`src/rtl/sipo_receiver.sv`:
```
// Framed serial-to-parallel receiver: WIDTH bits MSB-first on Sclk, one DataReady pulse per word.
// Define SIPO_PARITY_CHECK_EN to expect and check one trailing even-parity bit per frame.
module sipo_receiver #(
   parameter int WIDTH = 40
) (
   input  logic             Sclk,
   input  logic             Clear_n,
   input  logic             Frame,
   input  logic             InReady,
   input  logic             InputSerial,
   output logic [WIDTH-1:0] OutputParallel,
   output logic             DataReady,
   output logic             FrameErr,
   output logic             ParityErr,
   output logic             Busy
);

   localparam int CW = (WIDTH > 2) ? $clog2(WIDTH) : 1;

`ifdef SIPO_PARITY_CHECK_EN
   typedef enum logic [1:0] {IDLE, RECV, PARITY} state_t;
`else
   typedef enum logic [1:0] {IDLE, RECV} state_t;
`endif

   state_t           state_reg, state_next;
   logic [CW-1:0]    count_reg, count_next;
   logic [WIDTH-1:0] shift_reg, shift_next;
   logic [WIDTH-1:0] out_reg, out_next;
   logic             ready_reg, ready_next;
   logic             ferr_reg, ferr_next;
`ifdef SIPO_PARITY_CHECK_EN
   logic             perr_reg, perr_next;
`endif

   always_ff @(posedge Sclk) begin
      if (!Clear_n) begin
         state_reg <= IDLE;
         count_reg <= '0;
         shift_reg <= '0;
         out_reg   <= '0;
         ready_reg <= 1'b0;
         ferr_reg  <= 1'b0;
`ifdef SIPO_PARITY_CHECK_EN
         perr_reg  <= 1'b0;
`endif
      end else begin
         state_reg <= state_next;
         count_reg <= count_next;
         shift_reg <= shift_next;
         out_reg   <= out_next;
         ready_reg <= ready_next;
         ferr_reg  <= ferr_next;
`ifdef SIPO_PARITY_CHECK_EN
         perr_reg  <= perr_next;
`endif
      end
   end

   always_comb begin
      state_next = state_reg;
      count_next = count_reg;
      shift_next = shift_reg;
      out_next   = out_reg;
      ready_next = 1'b0;
      ferr_next  = ferr_reg;
`ifdef SIPO_PARITY_CHECK_EN
      perr_next  = perr_reg;
`endif
      case (state_reg)
         IDLE: begin
            if (Frame && InReady) begin
               shift_next = {{(WIDTH-1){1'b0}}, InputSerial};
               count_next = CW'(WIDTH - 1);
               state_next = RECV;
            end
         end
         RECV: begin
            if (!InReady) begin
               ferr_next  = 1'b1;
               state_next = IDLE;
            end else begin
               shift_next = {shift_reg[WIDTH-2:0], InputSerial};
               count_next = count_reg - CW'(1);
               // counter hits zero on this edge: this is the last data bit
               if (count_reg == CW'(1)) begin
                  out_next = {shift_reg[WIDTH-2:0], InputSerial};
`ifdef SIPO_PARITY_CHECK_EN
                  state_next = PARITY;
`else
                  ready_next = 1'b1;
                  state_next = IDLE;
`endif
               end
            end
         end
`ifdef SIPO_PARITY_CHECK_EN
         PARITY: begin
            state_next = IDLE;
            if (!InReady) begin
               ferr_next = 1'b1;
            end else if (InputSerial == (^out_reg)) begin
               ready_next = 1'b1;
            end else begin
               perr_next = 1'b1;
            end
         end
`endif
         default: state_next = IDLE;
      endcase
   end

   assign OutputParallel = out_reg;
   assign DataReady      = ready_reg;
   assign FrameErr       = ferr_reg;
   assign Busy           = (state_reg != IDLE);
`ifdef SIPO_PARITY_CHECK_EN
   assign ParityErr      = perr_reg;
`else
   assign ParityErr      = 1'b0;
`endif

endmodule

```
`config.mk`:
```
export PLATFORM = sky130hd
export DESIGN_NAME = sipo_receiver
export DESIGN_NICKNAME = d
export VERILOG_FILES = /design/src/rtl/sipo_receiver.sv
export SDC_FILE = /design/constraint.sdc
export NUM_CORES = 1
export LEC_CHECK = 0
export CAP_MARGIN = 20
export CORE_MARGIN = 1
export CORE_UTILIZATION = 48
export DETAILED_ROUTE_END_ITERATION = 12
export GPL_TIMING_DRIVEN = 0
export PLACE_DENSITY = 0.75
export SETUP_SLACK_MARGIN = 0.15
export SLEW_MARGIN = 5
export SYNTH_ARGS = -nofsm -noshare
export SYNTH_HDL_FRONTEND = slang
export SYNTH_SLANG_ARGS = --single-unit
```
`constraint.sdc`:
```
create_clock -name Sclk -period 1.6 [get_ports Sclk]
set_input_delay 0.16 -clock Sclk [delete_from_list [all_inputs] [get_ports Sclk]]
set_output_delay 0.16 -clock Sclk [all_outputs]
set_load 0.005 [all_outputs]
```
# Yosys cells after proc, flatten, opt, wreduce, memory -nomap -nowiden
# Index checks and enable logic that the tools add are counted.
[classes]
reduce_logical = 9
muxes = 11
eq_ne = 5
add_sub_neg = 1
bitwise = 1
[ops]
columns = ["op", "n"]
rows = [
  ["$mux 39", 2],
  ["$pmux 39 s2", 1],
  ["$mux 6", 2],
  ["$pmux 6 s2", 1],
  ["$reduce_and 3->1", 3],
  ["$eq 6x1->1 const B", 1],
  ["$mux 2", 3],
  ["$sub 6x1->6 const B", 1],
  ["$ne 2x2->1 const B", 2],
  ["$pmux 2 s2", 1],
  ["$reduce_and 2->1", 2],
  ["$reduce_bool 2->1", 2],
  ["$ne 3x3->1 const B", 1],
  ["$eq 2x1->1 const B", 1],
  ["$logic_not 2->1", 1],
  ["$logic_and 1x1->1", 1],
  ["$mux 1", 1],
  ["$not 1->1", 1],
]
[word_totals]
out_inout_bits = 44
elab_cells = 33
regBits = 89
input_bits = 5

# Logic depth before layout (Yosys ltp)
# Gate-level depths: netlist of run 1.
[logic_depth]
depth_word = 4
ltp_mapped = 6
mapped_depth_nobuf = 5

# Worst setup path after synthesis of run 1
# No wires, ideal clock.
[synth_timing]
kind = "register to register"
startpoint = "register count_reg[2]"
endpoint = "register out_reg[0] (netlist: OutputParallel[0])"
path_stages_with_launch = 5
synth_period_minus_slack_ps = 1507
n_path_buf = 1
path_slack_ps = 93
t_arrival_ps = 1435
t_required_ps = 1528
cell_sequence = "dfxtp_1 > or3_4 > nor4_4 > buf_6 > mux2i_1"
[synth_via]
elab_chain_len = 2
[synth_rtl]
columns = ["element", "line_no", "rtl"]
rows = [
  ["from (decl)", "27", "logic [CW-1:0] count_reg, count_next;"],
  ["from (signal assigned)", "49", "count_reg <= count_next;"],
  ["$eq 6x1->1", "86", "if (count_reg == CW'(1)) begin"],
  ["$reduce_and 3->1 (no source line)", "n/a", ""],
  ["to (signal assigned)", "51", "out_reg <= out_next;"],
  ["to (decl)", "29", "logic [WIDTH-1:0] out_reg, out_next;"],
]
# No other way between the ends.
# A chain may end at the register's enable or synchronous reset.

# Worst setup path in the final report of run 1
[layout_timing]
startpoint = "register count_reg[3]"
endpoint = "register count_reg[5]"
[layout_via]
elab_chain_len = 3
[layout_rtl]
columns = ["element", "line_no", "rtl"]
rows = [
  ["$sub 6x1->6", "84", "count_next = count_reg - CW'(1);"],
  ["$mux 6", "79", "if (!InReady) begin"],
  ["$pmux 6 s2", "70", "case (state_reg)"],
]
# No other way between the ends. The select of a mux whose other input is x is not followed.

==> results by group, run 1 <==
Outcome
  – Outcome: finished, violations left
  – Violated checks: design-rule violations

Place
  – Port-buffer cells: 47
  – Final HPWL DP: ~4400 µm
  – Gpl congestion: 0.787
  – Placed cell count: ~480

Timing
  – Final setup viols: 0
  – Crit share post-route: between 90% and 100%
  – Clock Skews: 0.00905 ns
  – Minimum clock period: 1.57 ns
  – Setup TNS: 0 ns
  – RSZ-0062 raised after global routing: true
  – Fmax: 636 MHz
  – Fin. max-slew vios: 0
  – Final Hold Viols: 0
  – Worst hold margin: 0.436 ns

Clocking
  – CTS Buf Count: 9
  – Worst-path clk slew: 0.09 ns
  – CTS hold repair buffers: 0
  – CTS tree: yes
  – Clk_lat worst skew: 0.36 ns
  – H-Tree Level Count: 3
  – Root buf cell: clkbuf_8
  – Clock Path Buffers: 2
  – # clock sinks: 88

Power and ir drop
  – Leak Pwr: around 1.4 nW
  – Int Pwr: 3.04 mW
  – Cell Pwr Density: roughly 950 mW/mm²
  – Total power: 3.98 mW
  – Comb power frac: 5.3%
  – Clock Power Share: 38.9%
  – Switching share of power: 23.5%
  – VDD IR-drop max: 0.000496 V
  – Seq pwr share: 55.8%
  – Switching pwr: 0.936 mW

Setup path
  – Worst-path fanout max: 4
  – CP startpoint kind: flop
  – CP max-delay cell: or4_1
  – CP Cell Sequence: or3_4, buf_4, buf_6, or4_1, a31oi_1
  – Critical Path AT: 1.87 ns
  – Critical Path Sink Type: flop
  – Cell family with most CP delay: simple AND/OR/NAND/NOR gates
  – Critical Path RT: 1.90 ns
  – CP Buf/Inv Count: 2
  – CP Class: flop to flop
  – Slowest stage delay, CP: 0.40 ns

Yosys
  – Register area share after synthesis: between 50 and 60%
  – Synth Register Bits: between 80 and 90
  – Post-Synthesis Cells: 352
  – Area contributors post-synth: dfxtp_1 (53%), mux2i_1 (12%), nand2_1 (9.5%), a22oi_1 (8.7%), nor2_1 (4.6%)
  – Area share of the largest cell type after synthesis: 53.5%
  – Post-Syn Area per Cell: between 9 and 10 µm²
  – Synthesized net count: 359
  – Yosys cell types: 33
  – Ys Warns: 0
  – Largest area contributor in the netlist: dfxtp_1
  – Syn Std Cell Area: 0.00329 mm²

Global routing
  – First-pass GRT wire length: between 10000 and 15000 µm
  – Vias in the first global route: 2503
  – Total GRT Usage: between 20% and 30%
  – Largest net degree at the start of global routing: 15
  – Grt total ovfl: 0
  – Initial antenna violation count: 0

Finish
  – Max reg flops: 40
  – Post-Route Utilization: between 60% and 70%
  – Area Overhead vs Synth: 27.7%
  – Layout cells sized above 1: 13.3%
  – ANT cells: 0
  – Nets: 423
  – Layout Cells excl Fill: 498

Drt
  – First drt pass iteration count: 11
  – Final WL: 6900 µm
  – Initial DRC Count: 133
  – DR vias: 2674
  – Vias/cell: 5.37
  – ANT nets after route: 0
  – Drt drc: 2
  – Drt wl/cell: 13.9 µm

Die
  – Cell Rows: 29
  – Die height: between 80 and 90 µm
  – Die area: 0.00720 mm²
  – Core area: around 0.0065 mm²
  – Top Ports: 49
  – Initial Util: 50.7%
  – Die width: 84.8 µm

Worst hold path
  – Hold Path Class: input port to flop

Flow run
  – Max-Cap Viols: 0
==> through the flow <==
| stage | worst slack [ns] | area (µm²) |
|---|---|---|
| floorplan | 0.103 | 3300 |
| global placement | -0.313 | 3860 |
| detailed placement | -0.349 | 3860 |
| CTS | 0.0210 | 4170 |
| global route | -0.0215 | 4200 |
| finish | 0.0276 | 4200 |
==> worst register-to-register path: cells and delay by family (launching register included) <==
family                 cells  cell delay (ns)
buffers and inverters      2             0.26
flip-flops                 1             0.35
AND/OR/NAND/NOR            2             0.78
AO/OA/AOI/OAI              1             0.13
==> synthesized netlist by cell type (all sizes together) <==
cell / count
a31oi: 1
and2: 2
or3b: 1
inv: 5
ha: 2
nand3b: 1
buf: 10
a221oi: 1
nand2: 83
nand3: 1
o21a: 1
o211ai: 1
o311ai: 1
nor2: 40
o21ai: 3
dfxtp: 88
nor4: 1
or2: 1
a211oi: 1
a22oi: 38
mux2i: 40
or4: 2
conb: 1
or3: 2
o31ai: 2
a21oi: 6
clkbuf: 17
==> layer usage <==
metal  track usage (%)  wire length [µm]
met5                 0                 0
met4              12.2               213
met3              3.89               253
met2              34.1              3190
met1              26.2              3250
==> layout by cell type (no fill, tap or decap), types with 3 or more instances in the layout <==
master           netlist  layout
dfxtp_1               88      83
nand2_1               83      82
clkdlybuf4s50_1        0      46
nor2_1                40      40
mux2i_1               40      40
a22oi_1               38      38
clkbuf_2               0      11
clkbuf_8               0      10
clkbuf_1              17       7
a21oi_1                6       6
buf_12                 0       4
buf_4                  1       4
inv_2                  1       3
buf_2                  0       3
dfxtp_2                0       3
==> layout make-up <==
class	instances	area, µm²
well taps	77	96.3
repair buffers	53	546
clock inverters	5	56.3
plain buffers	27	188
fillers	558	2290
flip-flops and latches	88	1770
multi-input cells	232	1390
clock buffers	11	141
inverters	5	18.8
==> kinds of logic (layout without fill, tap and decap cells) <==
kind of cell	count (synthesis)	after routing	synth area share, %
AOI/OAI and AO/OA	55	55	11.9
adders and majority gates	2	2	0.760
buffers and inverters	32	101	4.67
DFF	88	88	53.5
muxes	40	40	12.2
other	1	1	0.114
and+or+nand+nor	134	134	16.9
==> timing repair <==
| action | in CTS | in global routing |
|---|---|---|
| pin swaps | 2 | 2 |
| resized for setup | 20 | 22 |
| endpoints found under the setup margin | 85 | 66 |
| gates cloned | 1 | 0 |
| setup buffers | 4 | 1 |
| endpoints found under the hold margin | 0 | 0 |
==> power groups by stage <==
stage	Clock, mW	Sequential [mW]	Combinational (mW)
floorplan	0	2.27	0.129
global placement	0	2.27	0.184
detailed placement	0	2.27	0.189
CTS	1.57	2.22	0.201
global route	1.66	2.22	0.233
finish	1.55	2.22	0.212
==> final timing paths <==
path         cells past startpoint                       startpoint  slack, ns                         endpoint
max                              5        count_reg[3]$_SDFFE_PN0P_       0.03        count_reg[5]$_SDFFE_PN0P_
min                              3                      InputSerial       0.44        shift_reg[0]$_SDFFE_PN0P_
max reg2reg                      5        count_reg[3]$_SDFFE_PN0P_       0.03        count_reg[5]$_SDFFE_PN0P_
min reg2reg                      2  OutputParallel[35]$_SDFFE_PN0P_       0.46  OutputParallel[35]$_SDFFE_PN0P_
Power figures use the tool's default switching activity.
==> run 2, diff against run 1 <==
Settings changed: CTS_CLUSTER_SIZE from default to 12, PLACE_DENSITY 0.75 to default, PLACE_DENSITY_LB_ADDON from default to 0.15.
==> results by group, run 2 (synthesis results as in run 1) <==
Outcome
  – Outcome: finished, violations left
  – Violated checks: design-rule violations

Die
  – Die height: 84.8 µm (unchanged)
  – Core area: 0.00649 mm² (unchanged)
  – Initial Util: 50.7% (unchanged)
  – Die area: 0.00720 mm² (unchanged)
  – Die width: 84.8 µm (unchanged)
  – Cell Rows: 29 (unchanged)
  – Top Ports: 49 (unchanged)

Finish
  – Layout cells sized above 1: 14.2% (+0.85 points)
  – ANT cells: 0 (unchanged)
  – Area Overhead vs Synth: 27.8%
  – Max reg flops: 40 (unchanged)
  – Post-Route Utilization: 64.8% (+0.096 points)
  – Layout Cells excl Fill: 501 (+0.60%)
  – Post-route cell area: 0.00421 mm² (+0.15%)
  – Commonest cells after routing, fill and taps aside: dfxtp_1 (83), nand2_1 (82), clkdlybuf4s50_1 (47), nor2_1 (40), mux2i_1 (39)
  – Nets: 427 (+0.95%)
  – Most common cell after layout, fill and taps aside: dfxtp_1

Place
  – Gpl congestion: 0.733 (-6.9%)
  – Port-buffer cells: 47 (unchanged)
  – Worst slack at placement: -0.357 ns (-0.00787 ns)
  – Final HPWL DP: 4210 µm (-5.3%)
  – Cell area after placement: 0.00386 mm² (unchanged)
  – Placed cell count: 476 (unchanged)

Drt
  – Vias/cell: 5.24 (-2.4%)
  – Drt wl/cell: 13.1 µm (-5.5%)
  – ANT nets after route: 0 (unchanged)
  – Final WL: 6570 µm (-4.9%)
  – First drt pass iteration count: 9 (-2)
  – Initial DRC Count: 155 (+17%)
  – DR vias: 2626 (-1.8%)
  – Drt drc: 5 (+3)

Timing
  – Minimum clock period: 1.52 ns (-0.0556 ns)
  – Final setup viols: 0 (unchanged)
  – Worst hold margin: 0.439 ns (+0.00285 ns)
  – Crit share post-route: 94.8% (-3.5 points)
  – Setup TNS: 0 ns (unchanged)
  – RSZ-0062 raised after global routing: true
  – Clock Skews: 0.00796 ns (-0.00109 ns)
  – Fin. max-slew vios: 0 (unchanged)
  – Setup slack after layout: 0.0832 ns (+0.0556 ns)
  – Final Hold Viols: 0 (unchanged)
  – Fmax: 659 MHz (+3.7%)

Setup path
  – CP max-delay cell: or3_4
  – CP Buf/Inv Count: 2 (unchanged)
  – CP startpoint kind: flop
  – Critical Path RT: 1.89 ns (about the same)
  – Critical Path Sink Type: flop
  – Slowest stage delay, CP: 0.40 ns (about the same)
  – CP Class: flop to flop
  – Reg2reg setup slack: 0.08 ns (+0.06 ns)
  – Critical Path AT: 1.80 ns (-0.07 ns)
  – Worst-path fanout max: 10 (+6)
  – R2R Path End: OutputParallel[2]$_SDFFE_PN0P_
  – CP Cell Sequence: or3_4, nor4_4, buf_6, buf_12, mux2i_1
  – Origin of the critical flop-to-flop path: count_reg[4]$_SDFFE_PN0P_
  – Cell family with most CP delay: simple AND/OR/NAND/NOR gates
  – Reg2reg path depth: 5 (unchanged)

Power and ir drop
  – Leak Pwr: 1.42 nW (-1.1%)
  – Switching share of power: 23.9% (+0.39 points)
  – Comb power frac: 6.2% (+0.9 points)
  – VDD IR-drop max: 0.000509 V (+2.6%)
  – Seq pwr share: 59.4% (+3.6 points)
  – Cell Pwr Density: 888 mW/mm² (-6.2%)
  – Int Pwr: 2.84 mW (-6.5%)
  – Clock Power Share: 34.4% (-4.5 points)
  – Switching pwr: 0.894 mW (-4.5%)
  – Total power: 3.74 mW (-6.1%)

Clocking
  – # clock sinks: 88 (unchanged)
  – Root buf cell: clkbuf_8
  – H-Tree Level Count: 3 (unchanged)
  – CTS hold repair buffers: 0 (unchanged)
  – CTS Buf Count: 9 (unchanged)
  – CTS tree: yes
  – Clock Path Buffers: 2 (unchanged)
  – Clk_lat worst skew: 0.36 ns (about the same)
  – Worst-path clk slew: 0.08 ns (about the same)

Worst hold path
  – WHS Path Cells: 3 (unchanged)
  – Hold Path Sink: shift_reg[0]$_SDFFE_PN0P_
  – Min-delay src: InputSerial
  – Hold Path Class: input port to flop

Flow run
  – Max-Cap Viols: 0 (unchanged)

Global routing
  – Total GRT Usage: 19.4% (-1.5 points)
  – Largest net degree at the start of global routing: 14 (-1)
  – Vias in the first global route: 2438 (-2.6%)
  – Initial antenna violation count: 0 (unchanged)
  – First-pass GRT wire length: 11200 µm (-5.0%)
  – Grt total ovfl: 0 (unchanged)
[run 2: repair_timing]
| action | 4_1_cts | 5_1_grt |
|---|---|---|
| endpoints found under the hold margin | 0 | 0 |
| endpoints found under the setup margin | 86 | 75 |
| pin swaps | 2 | 3 |
| gates cloned | 1 | 0 |
| resized for setup | 21 | 22 |
| buffers inserted | 8 | 1 |
[run 2: layout make-up]
type | count | area, µm²
clock inverter | 4 | 22.5
fill | 554 | 2280
clock buffer | 11 | 131
tap | 77 | 96.3
sequential | 88 | 1770
multi-input combinational | 232 | 1410
buffer | 27 | 188
inverter | 5 | 18.8
timing repair buffer | 57 | 573
[run 2: power by group through the flow]
stage / registers (mW) / logic, mW / clock network (mW)
after floorplan: 2.27 / 0.129 / 0
after global placement: 2.27 / 0.185 / 0
after detailed placement: 2.27 / 0.190 / 0
after CTS: 2.22 / 0.212 / 1.32
after global routing: 2.22 / 0.256 / 1.42
final: 2.22 / 0.233 / 1.28
[run 2: tightest hold or removal path: cells and delay by family]
| family | cells | cell delay, ns |
|---|---|---|
| buffers and inverters | 1 | 0.45 |
| AOI/OAI and AO/OA | 1 | 0.05 |
| and+or+nand+nor | 1 | 0.08 |
[run 2: routing by layer]
| metal | global-route usage (%) | vias up | routed length (µm) |
|---|---|---|---|
| li1 | - | 1330 | - |
| met1 | 26.4 | 1221 | 3210 |
| met2 | 29.7 | 59 | 2910 |
| met3 | 3.11 | 16 | 280 |
| met4 | 10.8 | 0 | 159 |
| met5 | 0 | - | 0 |
[run 2: worst max path at each step]
stage,from,end,slack (ns),cells after the start
finish,count_reg[4]$_SDFFE_PN0P_,OutputParallel[2]$_SDFFE_PN0P_,0.08,5
global route,count_reg[4]$_SDFFE_PN0P_,OutputParallel[9]$_SDFFE_PN0P_,0.01,5
global placement,InReady,OutputParallel[19]$_SDFFE_PN0P_,-0.33,5
CTS,count_reg[4]$_SDFFE_PN0P_,OutputParallel[2]$_SDFFE_PN0P_,0.01,5
floorplan,count_reg[2]$_SDFFE_PN0P_,OutputParallel[0]$_SDFFE_PN0P_,0.10,4
detailed placement,InReady,OutputParallel[24]$_SDFFE_PN0P_,-0.36,5
